File: config.mk
export PLATFORM = sky130hd
export DESIGN_NAME = hash_target_check
export DESIGN_NICKNAME = d
export VERILOG_FILES = /design/src/rtl/hash_target_check.sv
export SDC_FILE = /design/constraint.sdc
export NUM_CORES = 1
export LEC_CHECK = 0
export CORE_UTILIZATION = 28
export DETAILED_ROUTE_END_ITERATION = 8
export SLEW_MARGIN = 25
export SYNTH_ARGS = -nofsm -noshare
export SYNTH_HDL_FRONTEND = slang
export SYNTH_SLANG_ARGS = --single-unit
File: constraint.sdc
create_clock -name clk -period 2.27 [get_ports clk]
set_input_delay 0.3405 -clock clk [delete_from_list [all_inputs] [get_ports clk]]
set_output_delay 0.3405 -clock clk [all_outputs]
set_load 0.01 [all_outputs]
File: src/rtl/hash_target_check.sv
// hash_target_check: streams a candidate hash and a difficulty target one
// word at a time, most-significant word first, and reports whether
// hash < target (meets) or hash == target (equal) as unsigned numbers.
// The first unequal word pair decides the result; later words are drained
// without affecting it.
//
// Optional feature: define HTC_HIT_COUNT_EN to add a saturating 16-bit
// counter of completed compares that met the target (output hit_count).
//
// state     | meaning
// ----------+------------------------------------------------------------
// S_IDLE    | waiting for start; last result held on meets/equal
// S_COMPARE | accepting word pairs, in_ready high, stalls on in_valid=0
// S_DONE    | one-cycle done strobe, then back to S_IDLE

module hash_target_check #(
    parameter int WORDS  = 8,
    parameter int WORD_W = 32
) (
    input  logic              clk,
    input  logic              rst,
    input  logic              start,
    input  logic              in_valid,
    output logic              in_ready,
    input  logic [WORD_W-1:0] hash_word,
    input  logic [WORD_W-1:0] target_word,
    output logic              busy,
    output logic              done,
    output logic              meets,
`ifdef HTC_HIT_COUNT_EN
    output logic              equal,
    output logic [15:0]       hit_count
`else
    output logic              equal
`endif
);

    localparam int CNT_W = (WORDS > 1) ? $clog2(WORDS) : 1;
    localparam logic [CNT_W-1:0] LAST_IDX = CNT_W'(WORDS - 1);

    typedef enum logic [1:0] {
        S_IDLE    = 2'd0,
        S_COMPARE = 2'd1,
        S_DONE    = 2'd2
    } state_t;

    state_t           state_q, state_d;
    logic [CNT_W-1:0] cnt_q, cnt_d;
    logic             decided_q, decided_d;
    logic             meets_q, meets_d;
    logic             equal_q, equal_d;
    logic             in_ready_q, in_ready_d;
    logic             busy_q, busy_d;
    logic             done_q, done_d;
`ifdef HTC_HIT_COUNT_EN
    logic [15:0]      hit_count_q, hit_count_d;
`endif

    logic words_differ;
    logic hash_lt;

    assign words_differ = (hash_word != target_word);
    assign hash_lt      = (hash_word < target_word);

    // Next-state, counter and result logic; status outputs follow the next state
    // so they are registered yet aligned with the state they describe.
    always_comb begin
        state_d   = state_q;
        cnt_d     = cnt_q;
        decided_d = decided_q;
        meets_d   = meets_q;
        equal_d   = equal_q;

        case (state_q)
            S_IDLE: begin
                if (start) begin
                    state_d   = S_COMPARE;
                    cnt_d     = '0;
                    decided_d = 1'b0;
                    meets_d   = 1'b0;
                    equal_d   = 1'b0;
                end
            end
            S_COMPARE: begin
                if (in_valid) begin
                    if (!decided_q && words_differ) begin
                        decided_d = 1'b1;
                        meets_d   = hash_lt;
                        equal_d   = 1'b0;
                    end
                    if (cnt_q == LAST_IDX) begin
                        state_d = S_DONE;
                        // Every word matched: the numbers are identical.
                        if (!decided_q && !words_differ) begin
                            equal_d = 1'b1;
                            meets_d = 1'b0;
                        end
                    end else begin
                        cnt_d = cnt_q + 1'b1;
                    end
                end
            end
            S_DONE: begin
                state_d = S_IDLE;
            end
            default: begin
                state_d = S_IDLE;
            end
        endcase

        in_ready_d = (state_d == S_COMPARE);
        busy_d     = (state_d != S_IDLE);
        done_d     = (state_d == S_DONE);
    end

`ifdef HTC_HIT_COUNT_EN
    // Count completed compares that met the target, saturating at all-ones.
    always_comb begin
        hit_count_d = hit_count_q;
        if ((state_d == S_DONE) && (state_q == S_COMPARE) && meets_d &&
            (hit_count_q != 16'hFFFF)) begin
            hit_count_d = hit_count_q + 16'd1;
        end
    end
`endif

    // Single state register for the FSM, datapath and registered outputs.
    always_ff @(posedge clk) begin
        if (rst) begin
            state_q     <= S_IDLE;
            cnt_q       <= '0;
            decided_q   <= 1'b0;
            meets_q     <= 1'b0;
            equal_q     <= 1'b0;
            in_ready_q  <= 1'b0;
            busy_q      <= 1'b0;
            done_q      <= 1'b0;
`ifdef HTC_HIT_COUNT_EN
            hit_count_q <= 16'd0;
`endif
        end else begin
            state_q     <= state_d;
            cnt_q       <= cnt_d;
            decided_q   <= decided_d;
            meets_q     <= meets_d;
            equal_q     <= equal_d;
            in_ready_q  <= in_ready_d;
            busy_q      <= busy_d;
            done_q      <= done_d;
`ifdef HTC_HIT_COUNT_EN
            hit_count_q <= hit_count_d;
`endif
        end
    end

    assign in_ready = in_ready_q;
    assign busy     = busy_q;
    assign done     = done_q;
    assign meets    = meets_q;
    assign equal    = equal_q;
`ifdef HTC_HIT_COUNT_EN
    assign hit_count = hit_count_q;
`endif

endmodule

# After elaboration in Yosys (flattened, before gate mapping)
# Index checks and enable logic that the tools add are counted.
# totals
regBits	11
inputBits	68
output_inout_bits	5
wordCells	51
# classes
n_addsub	1
order_cmp	1
n_eq_ne	9
muxes	22
n_reduce_logical	10
# ops
cell	count
32-bit < comparator	1
32-bit inequality test	1
1-bit two-way mux	11
3-bit two-way mux	3
2-bit inequality test, second input constant	4
4-bit AND reduction	2
2-bit two-way mux	3
1-bit one-hot mux with 2 select lines	3
3-bit one-hot mux with 2 select lines	1
2-bit by 1-bit == test with 1-bit output, second input constant	2
2-bit one-hot mux with 2 select lines	1
2-bit nonzero test	2
3-bit by 1-bit adder with 3-bit output, second input constant	1
3-bit == test, second input constant	1
3-bit AND reduction	1
2-bit == test, second input constant	1
1-bit logical AND	2
1-bit zero test	2
2-bit zero test	1

# Logic depth before layout (Yosys ltp)
# Gate-level depths: netlist of the first run.
# logic_depth
depth_word	7
mapped_depth	7
depth_no_buf	7

# Worst setup path before layout of the first run
# Ideal clock, no wire load.
# synth_path
path_kind	input to register
start	in target_word[25]
end	reg meets_q, in the netlist meets
setup_time_ns	0.128
arrival_time_ns	1.585
required_time_ns	2.142
path_slack_ns	0.557
cell_stages	6
path_buffers	0
path_cell_list	inv_1 -> ha_1 -> nand4_2 -> or4_1 -> o211ai_2 -> o32ai_2
# synth_via
elab_chain_cells	7
word_cells_on_any_way	10
cone_classes	order compare: 1; eq/ne: 1; mux: 5; reduce/logical: 3
# synth_lines
item	line	source
start, declared	26	input logic [WORD_W-1:0] target_word,
parallel branches: the longest is 4 deep, another holds 32-bit < comparator	-	
1-bit two-way mux *	91	if (cnt_q == LAST_IDX) begin
1-bit two-way mux *	85	if (in_valid) begin
1-bit one-hot mux with 2 select lines *	74	case (state_q)
end signal, assigned	145	meets_q <= meets_d;
end, declared	50	logic meets_q, meets_d;
# Every way passes the cells marked *. The select of a mux whose other input is x is not followed.
# A chain may end at the register's enable or synchronous reset.

# Worst setup path in the final report of the first run
# Same ends and word-level chain as after synthesis.

==> impl_metrics.tcl, run 1 <==
set metrics [dict create \
    outcome "finished, final reports clean" \
    syn-cell-area_sq_mm 0.00129 \
    die_h_microns 69.9 \
    grt_max_degree 8 \
    fin_util_pct 48.8 \
    cts_resized 0 \
    setup_violations 0 \
    p_switching_uw 189 \
    clock_latency_ns 0.24 \
    die_area_sq_mm 0.00488 \
    cts_buffers 3 \
    synth.net_count 264 \
    holdBufCountCts 0 \
    min_from "cnt_q[1]" \
    syn_avg_cell_area_sq_um 7.96 \
    max_freq_mhz 503 \
    post_cts_buffers 0 \
    core_area_sq_mm 0.00438 \
    ir_worst_vdd_v 0.000144 \
    clock_power_share_pct 28.3 \
    ys_types 31 \
    p_int_uw 508 \
    ios 73 \
    p_per_area_mw_per_mm2 326 \
    ys_seq_area_share_pct 17.1 \
    grt_pass1_wl_mm 5.37 \
    clockBufferDepth 2 \
    worstSetupPathType "in -> reg" \
    die_x_microns 69.9 \
    antenna_cells 0 \
    total_leakage_power_nw 1.01 \
    reg2reg_setup_slack_ns 0.64 \
    max_slew_margin_pct 73.7 \
    required_ns 2.39 \
    via_count 1358 \
    vias_per_cell 4.65 \
    fp-row-count 24 \
    syn_inst 162 \
    grt_usage_pct 13.2 \
    fin_tns_setup_ns 0 \
    crit_start "target_word[25]" \
    clk_pin_slew_ns 0.05 \
    port_buffers 72 \
    finalNetCount 343 \
    drive_gt1_share_pct 6.25 \
    htree_levels 1 \
    cp_data_arrival_time_ns 2.11 \
    finalCritPeriodShare_pct 87.5 \
    hold_path_class "reg -> reg" \
    gpl.final_weighted_congestion 0.777 \
    grt_pass1_vias 1358 \
    slew_viol_final 0 \
    drc 0 \
    end_kind "flop" \
    ant_nets 0 \
    p_comb_share_pct 41.9 \
    post-place-ws_ns 0.0286 \
    worst_slack_ns 0.283 \
    post-place-cells 288 \
    cap_viol_max_count 0 \
    ys.warnings.count 0 \
    antenna_found_initial 0 \
    ys_seq_elements 11 \
    finalPower_uw 697 \
    fin_cells 292 \
    start_kind "input port" \
    syn2layout_area_growth_pct 65.9 \
    initial_core_util_pct 29.4 \
    first_pass_iters 4 \
    fin_skew_ns 0.00140 \
    swShare_pct 27.1 \
    drt_iter0_markers 18 \
    min_period_ns 1.99 \
    cts_root_buffer "clkbuf_8" \
    clock_sink_count 11 \
    dpl.hpwl_mm 2.72 \
    reg2reg_from "cnt_q[0]" \
    p_seq_share_pct 29.8 \
    finalHoldViolCount 0 \
    wire_per_inst_microns 10.4 \
    grt_overflow 0 \
    worst_slew_pin_slew_ns 0.392 \
    crit_fanout 4 \
    rsz0062_at_grt "false" \
    cts_tree "done" \
    routed_wl_mm 3.03 \
]
[routing by layer]
layer / track usage, % / vias to the layer above / part of all wire [%]
met5: 0 / - / 0
met4: 4.00 / 0 / 1.1
met3: 2.74 / 4 / 7.6
met2: 20.7 / 49 / 43
met1: 18.0 / 583 / 48
li1: - / 722 / -
[logic make-up (layout without fill, tap and decap cells)]
family	count (synthesis)	after routing	synth area share (%)
buf+inv	36	114	10.5
fa+ha+maj	34	34	33.0
flops	11	11	17.1
compound gates	35	35	18.3
mux	1	1	0.776
simple gates	45	45	20.4
[state kept, by name (all words and copies together) (netlist names)]
name	flops
done	1
cnt_q	3
meets	1
in_ready	1
equal	1
busy	1
state_q	2
decided_q	1
[area by class of cell]
cell class | count | area (sq um)
clock buffers | 4 | 45.0
fillers | 453 | 2240
inverters | 35 | 131
multi-input cells | 115 | 935
flip-flops and latches | 11 | 220
well taps | 52 | 65.1
repair buffers | 75 | 743
[cells in the mapped netlist, drive strengths merged]
cell type   n  share of area [%]
a211o       1               0.68
a211oi      5                2.9
o211ai      2                1.6
nor4        2                1.9
o32ai       1                1.3
nor3        4                1.9
nor2       10                2.9
mux2i       1               0.78
a21oi      15                6.7
a21boi      1               0.58
nor2b       3                1.5
dfxtp      11                 17
inv        35                 10
nand4       8                4.4
o311a       1               0.78
ha         34                 33
or4         1               0.58
or2         1               0.49
clkbuf      1               0.29
o21bai      1               0.58
nand3       4                1.6
a31oi       2               0.97
or2b        1               0.58
nand2       7                2.0
o21ai       6                2.3
nand2b      4                2.5
[power groups by stage]
| stage | registers (mW) | clock network, mW | logic (mW) |
|---|---|---|---|
| 3_5_place_dp | 0.211 | 0 | 0.294 |
| 5_1_grt | 0.208 | 0.215 | 0.330 |
| 4_1_cts | 0.207 | 0.205 | 0.296 |
| 6_report | 0.207 | 0.197 | 0.292 |
| 3_3_place_gp | 0.211 | 0 | 0.293 |
| 2_1_floorplan | 0.213 | 0 | 0.134 |
[worst paths after layout]
kind | to | cells after the start
max reg2reg | cnt_q[0] | 7
min | cnt_q[1] | 2
min reg2reg | cnt_q[1] | 2
max | meets | 7
[cell usage in the layout (no fill, tap or decap)]
cell type,netlist,routed
a211o_1,1,1
a211oi_1,5,5
a21boi_0,1,1
a21oi_1,14,14
a21oi_4,1,1
a31oi_1,2,2
buf_4,0,3
clkbuf_1,1,1
clkbuf_8,0,3
clkdlybuf4s50_1,0,72
dfxtp_1,11,11
ha_1,34,34
inv_1,35,35
mux2i_1,1,1
nand2_1,7,7
nand2b_1,3,3
nand2b_4,1,1
nand3_1,4,4
nand4_1,7,7
nand4_2,1,1
nor2_1,10,10
nor2b_1,3,3
nor3_1,3,3
nor3_2,1,1
nor4_2,2,2
o211ai_1,1,1
o211ai_2,1,1
o21ai_0,6,6
o21bai_1,1,1
o311a_1,1,1
o32ai_2,1,1
or2_2,1,1
or2b_1,1,1
or4_1,1,1
[worst max-delay path, cell delays in order]
cell and delay, ns:
clkdlybuf4s50_1 0.45, inv_1 0.04, ha_1 0.29, nand4_2 0.14, or4_1 0.56, o211ai_2 0.18
o32ai_2 0.10
[stage by stage]
step | instance area [sq um] | hold WS [ns]
floorplan | 1290 | 0.442
global placement | 2090 | 0.460
detailed placement | 2090 | 0.463
CTS | 2140 | 0.472
global route | 2140 | 0.500
finish | 2140 | 0.470
Note: power is estimated with default switching activity, not from simulation.
==> inputs of run 2 (changes only) <==
- CORE_UTILIZATION: 28 -> 39
- PLACE_DENSITY: default -> 0.82
==> impl_metrics.tcl, run 2 (synthesis results as in run 1) <==
set metrics [dict create \
    grt_overflow 0 \
    die_x_microns 59.5 \
    cpPeakStageDelay_ns 0.57 \
    rsz0062_at_grt "false" \
    first_pass_iters 4 \
    layout_commonest_cell "clkdlybuf4s50_1" \
    outcome "finished, final reports clean" \
    reg2reg_setup_slack_ns 0.68 \
    worst_slack_ns 0.297 \
    final_cell_mix "clkdlybuf4s50_1, inv_1, ha_1" \
    required_ns 2.43 \
    cts_tree "done" \
    start_kind "input port" \
    ir_worst_vdd_v 0.000248 \
    wire_per_inst_microns 10.6 \
    dpl_cell_area_sq_mm 0.00208 \
    cp_data_arrival_time_ns 2.13 \
    cts_buffers 3 \
    finalHoldViolCount 0 \
    cts_resized 0 \
    gpl.final_weighted_congestion 0.802 \
    finalNetCount 343 \
    cts_root_buffer "clkbuf_4" \
    slew_viol_final 0 \
    final_cell_area_sq_mm 0.00211 \
    die_h_microns 59.5 \
    clk_pin_slew_ns 0.07 \
    reg2reg_depth 7 \
    largest_reg_flops 3 \
    drt_iter0_markers 25 \
    holdBufCountCts 0 \
    crit_fanout 4 \
    antenna_found_initial 0 \
    whs_ns 0.481 \
    port_buffers 72 \
    worstSetupPathType "in -> reg" \
    p_per_area_mw_per_mm2 298 \
    htree_levels 1 \
    setup_violations 0 \
    core_area_sq_mm 0.00310 \
    antenna_cells 0 \
    dpl.hpwl_mm 2.78 \
    cap_viol_max_count 0 \
    hold_path_class "reg -> reg" \
    post-place-ws_ns 0.00423 \
    end_kind "flop" \
    drive_gt1_share_pct 6.25 \
    worst_slew_pin_slew_ns 0.394 \
    crit_path_cell_trace "clkdlybuf4s50_1, inv_1, ha_1, nand4_2, or4_1, o211ai_2, o32ai_2" \
    grt_pass1_wl_mm 4.87 \
    largest-register "cnt_q" \
    reg.largest.list "cnt_q (3), state_q (2)" \
    vias_per_cell 4.91 \
    syn2layout_area_growth_pct 63.6 \
    ant_nets 0 \
    clock_sink_count 11 \
    die_area_sq_mm 0.00354 \
    routed_wl_mm 3.01 \
    via_count 1394 \
    fp-row-count 20 \
    hold_depth 2 \
    max_slew_margin_pct 73.5 \
    grt_max_degree 8 \
    clockBufferDepth 2 \
    drc 0 \
    initial_core_util_pct 41.6 \
    post_cts_buffers 0 \
    grt_pass1_vias 1285 \
    fin_skew_ns 0.00868 \
    crit_slowest_cell "or4_1" \
    fin_tns_setup_ns 0 \
    nFillCells 281 \
    grt_usage_pct 18.0 \
    min_period_ns 1.97 \
    clock_latency_ns 0.27 \
    total_leakage_power_nw 0.998 \
    ios 73 \
    finalCritPeriodShare_pct 86.9 \
    max_freq_mhz 507 \
]
run 2: worst paths after layout:
| path | to | startpoint |
|---|---|---|
| max | meets | target_word[25] |
| min | cnt_q[2] | cnt_q[2] |
| min reg2reg | cnt_q[2] | cnt_q[2] |
| max reg2reg | cnt_q[0] | cnt_q[0] |
run 2: metrics by stage:
stage	util, %	total power [mW]	instances
finish	68.0	0.629	284
global route	68.0	0.676	284
CTS	68.0	0.637	284
detailed placement	67.2	0.504	280
floorplan	-	0.346	162
global placement	67.2	0.497	280
run 2: critical path: cells and delay by family:
family	cells	cell delay, ns
AND/OR/NAND/NOR	2	0.71
buffers and inverters	2	0.50
AO/OA/AOI/OAI	2	0.29
adder cells (fa/ha/maj)	1	0.29
run 2: per-layer routing:
| layer | global-route usage, % | routed length (microns) | vias up |
|---|---|---|---|
| met5 | 0 | 0 | - |
| met4 | 6.98 | 79 | 0 |
| met3 | 2.84 | 173 | 9 |
| met2 | 33.9 | 1490 | 44 |
| met1 | 19.9 | 1270 | 618 |
| li1 | - | - | 723 |
run 2: final cells by class:
class	count	area, sq um	share of cell area, %
clock buffers	4	26.3	1.24
inverters	35	131	6.22
multi-input cells	115	935	44.3
flip-flops and latches	11	220	10.4
well taps	44	55.1	2.61
repair buffers	75	743	35.2
run 2: report_power, final:
part	leakage (nW)	internal, mW	switching, mW
combinational	0.893	0.182	0.109
clock	0.0150	0.0680	0.0633
sequential	0.0899	0.202	0.00515
==> inputs of run 3 (changes only) <==
- GPL_TIMING_DRIVEN: default -> 0
==> impl_metrics.tcl, run 3 (synthesis results as in run 1) <==
set metrics [dict create \
    layout_commonest_cell "clkdlybuf4s50_1" \
    fp-row-count 20 \
    grt_overflow 0 \
    gpl.final_weighted_congestion 0.818 \
    crit_path_cell_trace "clkdlybuf4s50_1, inv_1, ha_1, nand4_2, nor4_2, o311a_1, o32ai_2" \
    antenna_cells 0 \
    cp_data_arrival_time_ns 2.16 \
    post_cts_buffers 0 \
    ant_nets 0 \
    largest_reg_flops 3 \
    dpl.hpwl_mm 2.72 \
    cap_viol_max_count 0 \
    grt_pass1_wl_mm 4.89 \
    outcome "finished, final reports clean" \
    min_from "rst" \
    ios 73 \
    clock_sink_count 11 \
    cts_resized 0 \
    holdBufCountCts 0 \
    drc 0 \
    htree_levels 1 \
    die_x_microns 59.5 \
    routed_wl_mm 2.95 \
    cts_buffers 3 \
    vias_per_cell 4.74 \
    syn2layout_area_growth_pct 61.4 \
    worstSetupPathType "in -> reg" \
    grt_max_degree 9 \
    final_cell_area_sq_mm 0.00208 \
    p_per_area_mw_per_mm2 297 \
    fin_skew_ns 0.00265 \
    die_h_microns 59.5 \
    worst_slew_pin_slew_ns 0.482 \
    reg.largest.list "cnt_q (3), state_q (2)" \
    fin_tns_setup_ns 0 \
    finalHoldViolCount 0 \
    reg2reg_setup_slack_ns 0.63 \
    min_period_ns 2.01 \
    path_buf_inv 2 \
    required_ns 2.41 \
    ir_worst_vdd_v 0.000234 \
    total_leakage_power_nw 0.981 \
    crit_fanout 4 \
    cpPeakStageDelay_ns 0.52 \
    max_freq_mhz 497 \
    grt_pass1_vias 1290 \
    drive_gt1_share_pct 5.06 \
    core_area_sq_mm 0.00310 \
    wire_per_inst_microns 10.5 \
    crit_start "target_word[26]" \
    finalPower_uw 619 \
    first_pass_iters 4 \
    grt_usage_pct 17.8 \
    setup_violations 0 \
    rsz0062_at_grt "false" \
    critPathTopFamily "simple AND/OR/NAND/NOR gates" \
    finalNetCount 340 \
    port_buffers 71 \
    dpl_cell_area_sq_mm 0.00206 \
    start_kind "input port" \
    end_kind "flop" \
    reg2reg_from "cnt_q[0]" \
    drt_iter0_markers 22 \
    via_count 1333 \
    clock_latency_ns 0.26 \
    max_slew_margin_pct 67.6 \
    finalCritPeriodShare_pct 88.7 \
    cts_tree "done" \
    antenna_found_initial 0 \
    largest-register "cnt_q" \
    cts_root_buffer "clkbuf_4" \
    crit_slowest_cell "nor4_2" \
    initial_core_util_pct 41.6 \
    clk_pin_slew_ns 0.06 \
    die_area_sq_mm 0.00354 \
    slew_viol_final 0 \
    final_cell_mix "clkdlybuf4s50_1, inv_1, ha_1" \
    hold_path_class "in -> reg" \
    clockBufferDepth 2 \
]
-- run 3: cell type report --
class                           count  area, sq um
Inverter                           35          131
Buffer                              1         3.75
Clock buffer                        4         26.3
Multi-Input combinational cell    115          935
Sequential cell                    11          220
Tap cell                           44         55.1
Fill cell                         297         1020
Timing Repair Buffer               71          711
-- run 3: stage by stage --
| stage | hold slack, ns | worst slack, ns | util, % | std cells |
|---|---|---|---|---|
| 2_1_floorplan | 0.442 | 0.557 | - | 162 |
| 3_3_place_gp | 0.461 | -0.0193 | 66.3 | 277 |
| 3_5_place_dp | 0.471 | -0.0257 | 66.3 | 277 |
| 4_1_cts | 0.414 | 0.257 | 67.1 | 281 |
| 5_1_grt | 0.442 | 0.154 | 67.1 | 281 |
| 6_report | 0.415 | 0.256 | 67.1 | 281 |
-- run 3: worst reg2reg max path, cell delays in order (launching register included) --
cell and delay, ns:
dfxtp_1 0.33, ha_1 0.20, ha_1 0.19, inv_1 0.09, nand3_1 0.07, a21oi_1 0.35, mux2i_1 0.23, nor2_1 0.06
-- run 3: worst paths after layout --
path,end,cells past startpoint
hold / removal,cnt_q[1],2
hold reg to reg,meets,2
setup / recovery,meets,7
setup reg to reg,cnt_q[0],7
-- run 3: metal layers --
| metal | part of all wire, % | vias up | global-route usage (%) |
|---|---|---|---|
| li1 | - | 720 | - |
| met1 | 43 | 568 | 19.6 |
| met2 | 50 | 41 | 34.5 |
| met3 | 5.3 | 4 | 3.49 |
| met4 | 1.3 | 0 | 4.32 |
| met5 | 0 | - | 0 |
-- run 3: report_power, final --
group          switching, mW  total [mW]  internal [mW]
Combinational          0.107       0.286          0.179
Clock                 0.0584       0.126         0.0679
Sequential           0.00523       0.207          0.202
Total                  0.171       0.619          0.448
